$ cat config.mk
export PLATFORM = sky130hd
export DESIGN_NAME = rx_vector_assembler
export DESIGN_NICKNAME = d
export VERILOG_FILES = /design/src/rtl/rx_vector_assembler.sv
export SDC_FILE = /design/constraint.sdc
export NUM_CORES = 1
export LEC_CHECK = 0
export CORE_AREA = 2 2 108 110
export DETAILED_ROUTE_END_ITERATION = 7
export DIE_AREA = 0 0 110 112
export PLACE_DENSITY = 0.73
export SKIP_CTS_REPAIR_TIMING = 1
export SYNTH_ARGS = -nofsm -noshare
export SYNTH_HDL_FRONTEND = slang
export SYNTH_SLANG_ARGS = --single-unit
$ cat constraint.sdc
create_clock -name clk -period 4.2 [get_ports clk]
set_input_delay 0.42 -clock clk [delete_from_list [all_inputs] [get_ports clk]]
set_output_delay 0.42 -clock clk [all_outputs]
set_load 0.05 [all_outputs]
$ cat src/rtl/rx_vector_assembler.sv
// Frames the UART byte stream into one vector of N_RX_NUMS signed 16-bit words,
// started by a rising edge on new_vector_incoming; flags timeouts, restarts and overruns.
module rx_vector_assembler #(
  parameter int N_RX_NUMS      = 3,
  parameter int TIMEOUT_CYCLES = 50000
) (
  input  logic                      clk,
  input  logic                      reset,
  input  logic                      byte_valid,
  input  logic [7:0]                byte_data,
  input  logic                      new_vector_incoming,
  input  logic                      gdp_idle,
  output logic [N_RX_NUMS*16-1:0]   rx_nums,
  output logic                      rx_available,
  output logic                      busy,
  output logic                      frame_error,
  output logic                      overrun
);

  localparam int WORD_W = $clog2(N_RX_NUMS) + 1;
  localparam int IDX_W  = (N_RX_NUMS > 1) ? $clog2(N_RX_NUMS) : 1;
  localparam int TMO_W  = $clog2(TIMEOUT_CYCLES + 1);
  localparam logic [WORD_W-1:0] LAST_WORD = WORD_W'(N_RX_NUMS - 1);
  localparam logic [TMO_W-1:0]  TMO_LIMIT = TMO_W'(TIMEOUT_CYCLES);

  typedef enum logic [1:0] {
    WAIT_SYNC = 2'd0,
    RX_HI     = 2'd1,
    RX_LO     = 2'd2,
    COMMIT    = 2'd3
  } state_t;

  state_t                         state_r;
  logic                           sync1_r;
  logic                           sync2_r;
  logic                           sync3_r;
  logic                           start_s;
  logic [7:0]                     hi_r;
  logic [WORD_W-1:0]              word_cnt_r;
  logic [TMO_W-1:0]               tmo_cnt_r;
  logic [N_RX_NUMS-1:0][15:0]     shadow_r;

  // sync2_r/sync3_r are the last two synchronised samples, so start is a clean one-cycle pulse
  assign start_s = sync2_r & ~sync3_r;

  // Synchroniser, framing FSM, shadow capture and all registered outputs
  always_ff @(posedge clk or posedge reset) begin
    if (reset) begin
      sync1_r      <= 1'b0;
      sync2_r      <= 1'b0;
      sync3_r      <= 1'b0;
      state_r      <= WAIT_SYNC;
      hi_r         <= 8'h00;
      word_cnt_r   <= '0;
      tmo_cnt_r    <= '0;
      shadow_r     <= '0;
      rx_nums      <= '0;
      rx_available <= 1'b0;
      busy         <= 1'b0;
      frame_error  <= 1'b0;
      overrun      <= 1'b0;
    end else begin
      sync1_r      <= new_vector_incoming;
      sync2_r      <= sync1_r;
      sync3_r      <= sync2_r;
      rx_available <= 1'b0;
      frame_error  <= 1'b0;
      case (state_r)
        WAIT_SYNC: begin
          if (start_s) begin
            state_r    <= RX_HI;
            busy       <= 1'b1;
            word_cnt_r <= '0;
            tmo_cnt_r  <= '0;
          end
        end
        RX_HI, RX_LO: begin
          if (start_s) begin
            frame_error <= 1'b1;
            state_r     <= RX_HI;
            busy        <= 1'b1;
            word_cnt_r  <= '0;
            tmo_cnt_r   <= '0;
          end else if (byte_valid) begin
            // an accepted byte always beats a timeout landing in the same cycle
            tmo_cnt_r <= '0;
            if (state_r == RX_HI) begin
              hi_r    <= byte_data;
              state_r <= RX_LO;
            end else begin
              shadow_r[word_cnt_r[IDX_W-1:0]] <= {hi_r, byte_data};
              if (word_cnt_r == LAST_WORD) begin
                state_r <= COMMIT;
              end else begin
                word_cnt_r <= word_cnt_r + WORD_W'(1);
                state_r    <= RX_HI;
              end
            end
          end else if (tmo_cnt_r == TMO_LIMIT) begin
            frame_error <= 1'b1;
            state_r     <= WAIT_SYNC;
            busy        <= 1'b0;
          end else begin
            tmo_cnt_r <= tmo_cnt_r + TMO_W'(1);
          end
        end
        COMMIT: begin
          rx_nums      <= shadow_r;
          rx_available <= 1'b1;
          if (!gdp_idle) begin
            overrun <= 1'b1;
          end
          if (start_s) begin
            state_r    <= RX_HI;
            busy       <= 1'b1;
            word_cnt_r <= '0;
            tmo_cnt_r  <= '0;
          end else begin
            state_r <= WAIT_SYNC;
            busy    <= 1'b0;
          end
        end
        default: begin
          state_r <= WAIT_SYNC;
          busy    <= 1'b0;
        end
      endcase
    end
  end

endmodule

* Word-level counts from Yosys, hierarchy flattened
Cells that the tools add are included.
** Operators by class
- $add $sub $neg :: 2
- $lt $le $gt $ge :: 2
- Equality and inequality tests :: 14
- Multiplexer cells :: 33
- Bitwise operators :: 5
- Reductions and logical operators :: 11
** Operators by type and width (count)
- $mux W16 :: 5
- $bwmux W48 :: 1
- $demux W16 S2 :: 1
- $pmux W16 S2 :: 1
- $add A16 B1 Y16 const B :: 1
- $eq A16 B16 Y1 const B :: 1
- $mux W3 :: 5
- $ne A3 B3 Y1 const B :: 5
- $mux W2 :: 6
- $reduce_and A4 Y1 :: 3
- $mux W1 :: 11
- $ne A4 B4 Y1 const B :: 2
- $pmux W2 S3 :: 1
- $pmux W3 S2 :: 1
- $reduce_and A2 Y1 :: 3
- $eq A2 B2 Y1 const B :: 2
- $not A1 Y1 :: 4
- $reduce_or A2 Y1 :: 2
- $add A3 B1 Y3 const B :: 1
- $eq A3 B2 Y1 const B :: 1
- $lt A2 B3 Y1 const B :: 1
- $pmux W1 S3 :: 1
- $reduce_and A3 Y1 :: 1
- $eq A2 B1 Y1 const B :: 1
- 6 further kinds :: 6
** Storage, ports and cells
- Register bits :: 132

* Logic depth before layout (Yosys ltp)
- Depth in word-level cells :: 6
- Mapped depth :: 8
- Gate-level depth less buffers :: 6

* Worst setup path before layout
OpenSTA, ideal clock, no wires.
- Kind :: register -> register
- Start point :: register state_r[0]
- End point :: register shadow_r[0] (netlist name)
- Arrival :: 1949 ps
- Required time :: 4075 ps
- Path slack :: 2126 ps
- Cell stages (with the launch flop) :: 9
- Period minus slack after synthesis :: 2074 ps
- Cell sequence :: dfrtp_1 inv_1 ha_1 buf_4 inv_4 nor4b_4 nand2_4 buf_6 mux2_4
** Between the ends
- Word-level cells in the longest chain between the ends :: 3
- Elaborated cells on any way between the ends :: 5
- Classes of those cells :: 2 x eq/ne; 1 x bitwise; 2 x reduce/logical
** Ends and longest elaborated chain
- start, declared :: line 33 : state_t state_r;
- start signal, assigned :: line 52 : state_r <= WAIT_SYNC;
- start signal, assigned :: line 71 : state_r <= RX_HI;
- start signal, assigned :: line 80 : state_r <= RX_HI;
- $eq A2 B1 Y1 / $eq A2 B2 Y1 (equally long branches) :: line 68, 87
- $reduce_or A2 Y1 / $not A1 Y1 (equally long branches)
- $reduce_and A4 Y1 (no line) (*)
- end signal, assigned by index :: line 91 : shadow_r[word_cnt_r[IDX_W-1:0]] <= {hi_r, byte_data};
- end, declared :: line 41 : logic [N_RX_NUMS-1:0][15:0] shadow_r;
Mark *: on every way between the ends. The rest lies on a longest branch, timed or not.
A chain may end at the register's enable or synchronous reset.

* Worst setup path in the final report
- Start point :: register state_r[0]
- End point :: register shadow_r[19] (netlist name)
The elaborated chain is that of the path after synthesis.

==> results.sh <==
export IMPL_initial_core_util_pct=49.3
export IMPL_routed_wl_um=10200
export IMPL_grt_max_degree=64
export IMPL_setup_ws_ns=1.88
export IMPL_max_freq_mhz=430
export IMPL_rsz0062_at_grt="no"
export IMPL_firstDrtPassIters=4
export IMPL_synthToLayoutAreaGrowth_pct=24.3
export IMPL_end_kind="flip-flop"
export IMPL_avgSynthCellArea_sq_um=14.8
export IMPL_fin_crit_sh_pct=55.3
export IMPL_antenna_diode_count=0
export IMPL_critical_path_class="reg2reg"
export IMPL_drc=0
export IMPL_place_ws_ns=1.86
export IMPL_yosys_area_share_adder_pct=2.27
export IMPL_crit_path_start_kind="flip-flop"
export IMPL_rows=39
export IMPL_layout_commonest_cell="dfrtp_1"
export IMPL_worst_pin_slew_ns=0.754
export IMPL_ys_ff_latch=132
export IMPL_critPathMaxFanout=16
export IMPL_setup_viol_count_final=0
export IMPL_grt_ovfl_total=0
export IMPL_async_flop_share_pct=100
export IMPL_slew_headroom_pct=49.8
export IMPL_cts_num_sinks=132
export IMPL_final_nets=467
export IMPL_wire_per_inst_um=17.1
export IMPL_final_cell_mix="dfrtp_1, mux2_2, clkdlybuf4s50_1"
export IMPL_final_antenna_net_count=0
export IMPL_synthSimpleGateAreaFrac_pct=7.67
export IMPL_grt_pass1_vias=3323
export IMPL_vdd_drop_max_v=0.000368
export IMPL_status="complete, no violations"
export IMPL_die_area_sq_mm=0.0123
export IMPL_syn_area_sq_mm=0.00551
export IMPL_synthCells=372
export IMPL_min_path_type="reg2reg"
export IMPL_clk_pin_slew_ns=0.05
export IMPL_cp_arrival_ns=2.62
export IMPL_synth_top_family_by_area="multiplexers"
export IMPL_via_per_inst=5.26
export IMPL_finalCriticalPeriod_ns=2.32
export IMPL_ios=65
export IMPL_syn_nets=395
export IMPL_power_density_mw_per_mm2=784
export IMPL_first_iter_violations=91
export IMPL_fin_skew_ns=0.00655
export IMPL_drive_above_1_share_pct=31.8
export IMPL_track_usage_pct=18.3
export IMPL_synthMuxAreaShare_pct=23.7
export IMPL_h_tree_depth=4
export IMPL_gp_congestion=0.826
export IMPL_placed_cell_area_sq_mm=0.00628
export IMPL_antenna_found_initial=0
export IMPL_die_h_um=112
export IMPL_grt_pass1_wl_um=17100
export IMPL_finalHoldViolCount=0
export IMPL_io_buffer_count=64
export IMPL_synth_compound_area_share_pct=1.73
export IMPL_clockBufferDepth=2
export IMPL_power_mw=5.37
export IMPL_drv_cap=0
export IMPL_design_area_sq_mm=0.00685
export IMPL_layoutNonFillerInstCount=599
export IMPL_ys_warn_count=0
export IMPL_insertion_delay_ns=0.41
export IMPL_holdWs_ns=0.355
export IMPL_synth_xor_area_share_pct=2.38
export IMPL_coreArea_sq_mm=0.0112
export IMPL_fin_util_pct=61.3
export IMPL_cts_tree="built"
export IMPL_final_setup_tns_ns=0
export IMPL_root_buffer="clkbuf_16"
export IMPL_dp_cells=568
export IMPL_die_x_um=110
export IMPL_p_leak_nw=3.22
export IMPL_ys_seq_area_share_pct=59.9
export IMPL_synthFlopType="dfrtp_1"
export IMPL_fillers=849
export IMPL_ys_types=42
export IMPL_synth_edf_count=0
export IMPL_vias=3151
export IMPL_slew_violations=0
export IMPL_worstPathRequired_ns=4.49
export IMPL_r2r_slack_ns=1.88
export IMPL_cts_buffers=17
export IMPL_hpwl_um=6810
==> routing by layer <==
metal	wire length, um	GRT usage [%]	share of wire (%)
met5	0	0	0
met3	452	5.44	4.4
met2	4870	27.3	48
met4	195	6.75	1.9
met1	4690	25.3	46
==> flip-flops by register name (all words and copies together), names as in the netlist <==
signal,count
rx_nums,48
shadow_r,48
tmo_cnt_r,16
hi_r,8
word_cnt_r,3
state_r,2
busy,1
frame_error,1
overrun,1
rx_available,1
sync1_r,1
sync2_r,1
sync3_r,1
==> power breakdown <==
| group | switching, mW | leakage (nW) | total [mW] | internal [mW] |
|---|---|---|---|---|
| clock network | 0.520 | 0.265 | 1.39 | 0.873 |
| registers | 0.285 | 1.72 | 1.99 | 1.71 |
| logic | 1.11 | 1.24 | 1.99 | 0.884 |
==> synth_stat cells (2+ instances only) <==
library cell / number / area share (%)
ha_1: 10 / 2.3
mux2_4: 30 / 8.2
clkbuf_1: 7 / 0.48
nand3_1: 6 / 0.54
nor4_1: 7 / 0.79
dfrtp_1: 132 / 60
nor2_1: 22 / 1.5
mux2_2: 74 / 15
xor2_1: 6 / 0.95
and3_1: 2 / 0.23
buf_6: 4 / 0.82
xnor2_1: 9 / 1.4
nor3_1: 4 / 0.36
and4_1: 4 / 0.64
mux2i_1: 2 / 0.36
buf_1: 2 / 0.14
nand2_4: 3 / 0.61
nand4_1: 8 / 0.91
inv_1: 10 / 0.68
a21o_1: 2 / 0.27
nand2_1: 7 / 0.48
==> cells by family after synthesis <==
group	Yosys count
muxes	106
and+or+nand+nor	72
DFF	132
buffers and inverters	25
AOI/OAI and AO/OA	12
xor gates and xnor gates	15
adders and majority gates	10
==> critical path, stage by stage (launching register included) <==
cell     delay [ns]
dfrtp_1        0.39
inv_1          0.10
ha_1           0.48
inv_4          0.09
nor4b_4        0.49
nand2_4        0.29
mux2_4         0.36
==> area by class of cell <==
cell class	instances	area (sq um)	share of cell area [%]
repair buffers	67	676	9.86
well taps	143	179	2.61
flip-flops and latches	132	3300	48.2
multi-input cells	215	2080	30.4
inverters	11	46.3	0.676
clock buffers	24	492	7.18
clock inverters	7	73.8	1.08
==> path summary, 6_finish.rpt <==
check / from / endpoint / cells after the start
max: state_r[0] / shadow_r[19] / 6
min: sync1_r / sync2_r / 0
max reg2reg: state_r[0] / shadow_r[19] / 6
min reg2reg: sync1_r / sync2_r / 0
max in group asynchronous: reset / frame_error / 3
min in group asynchronous: reset / rx_nums[21] / 2
(Power assumes the default switching activity.)
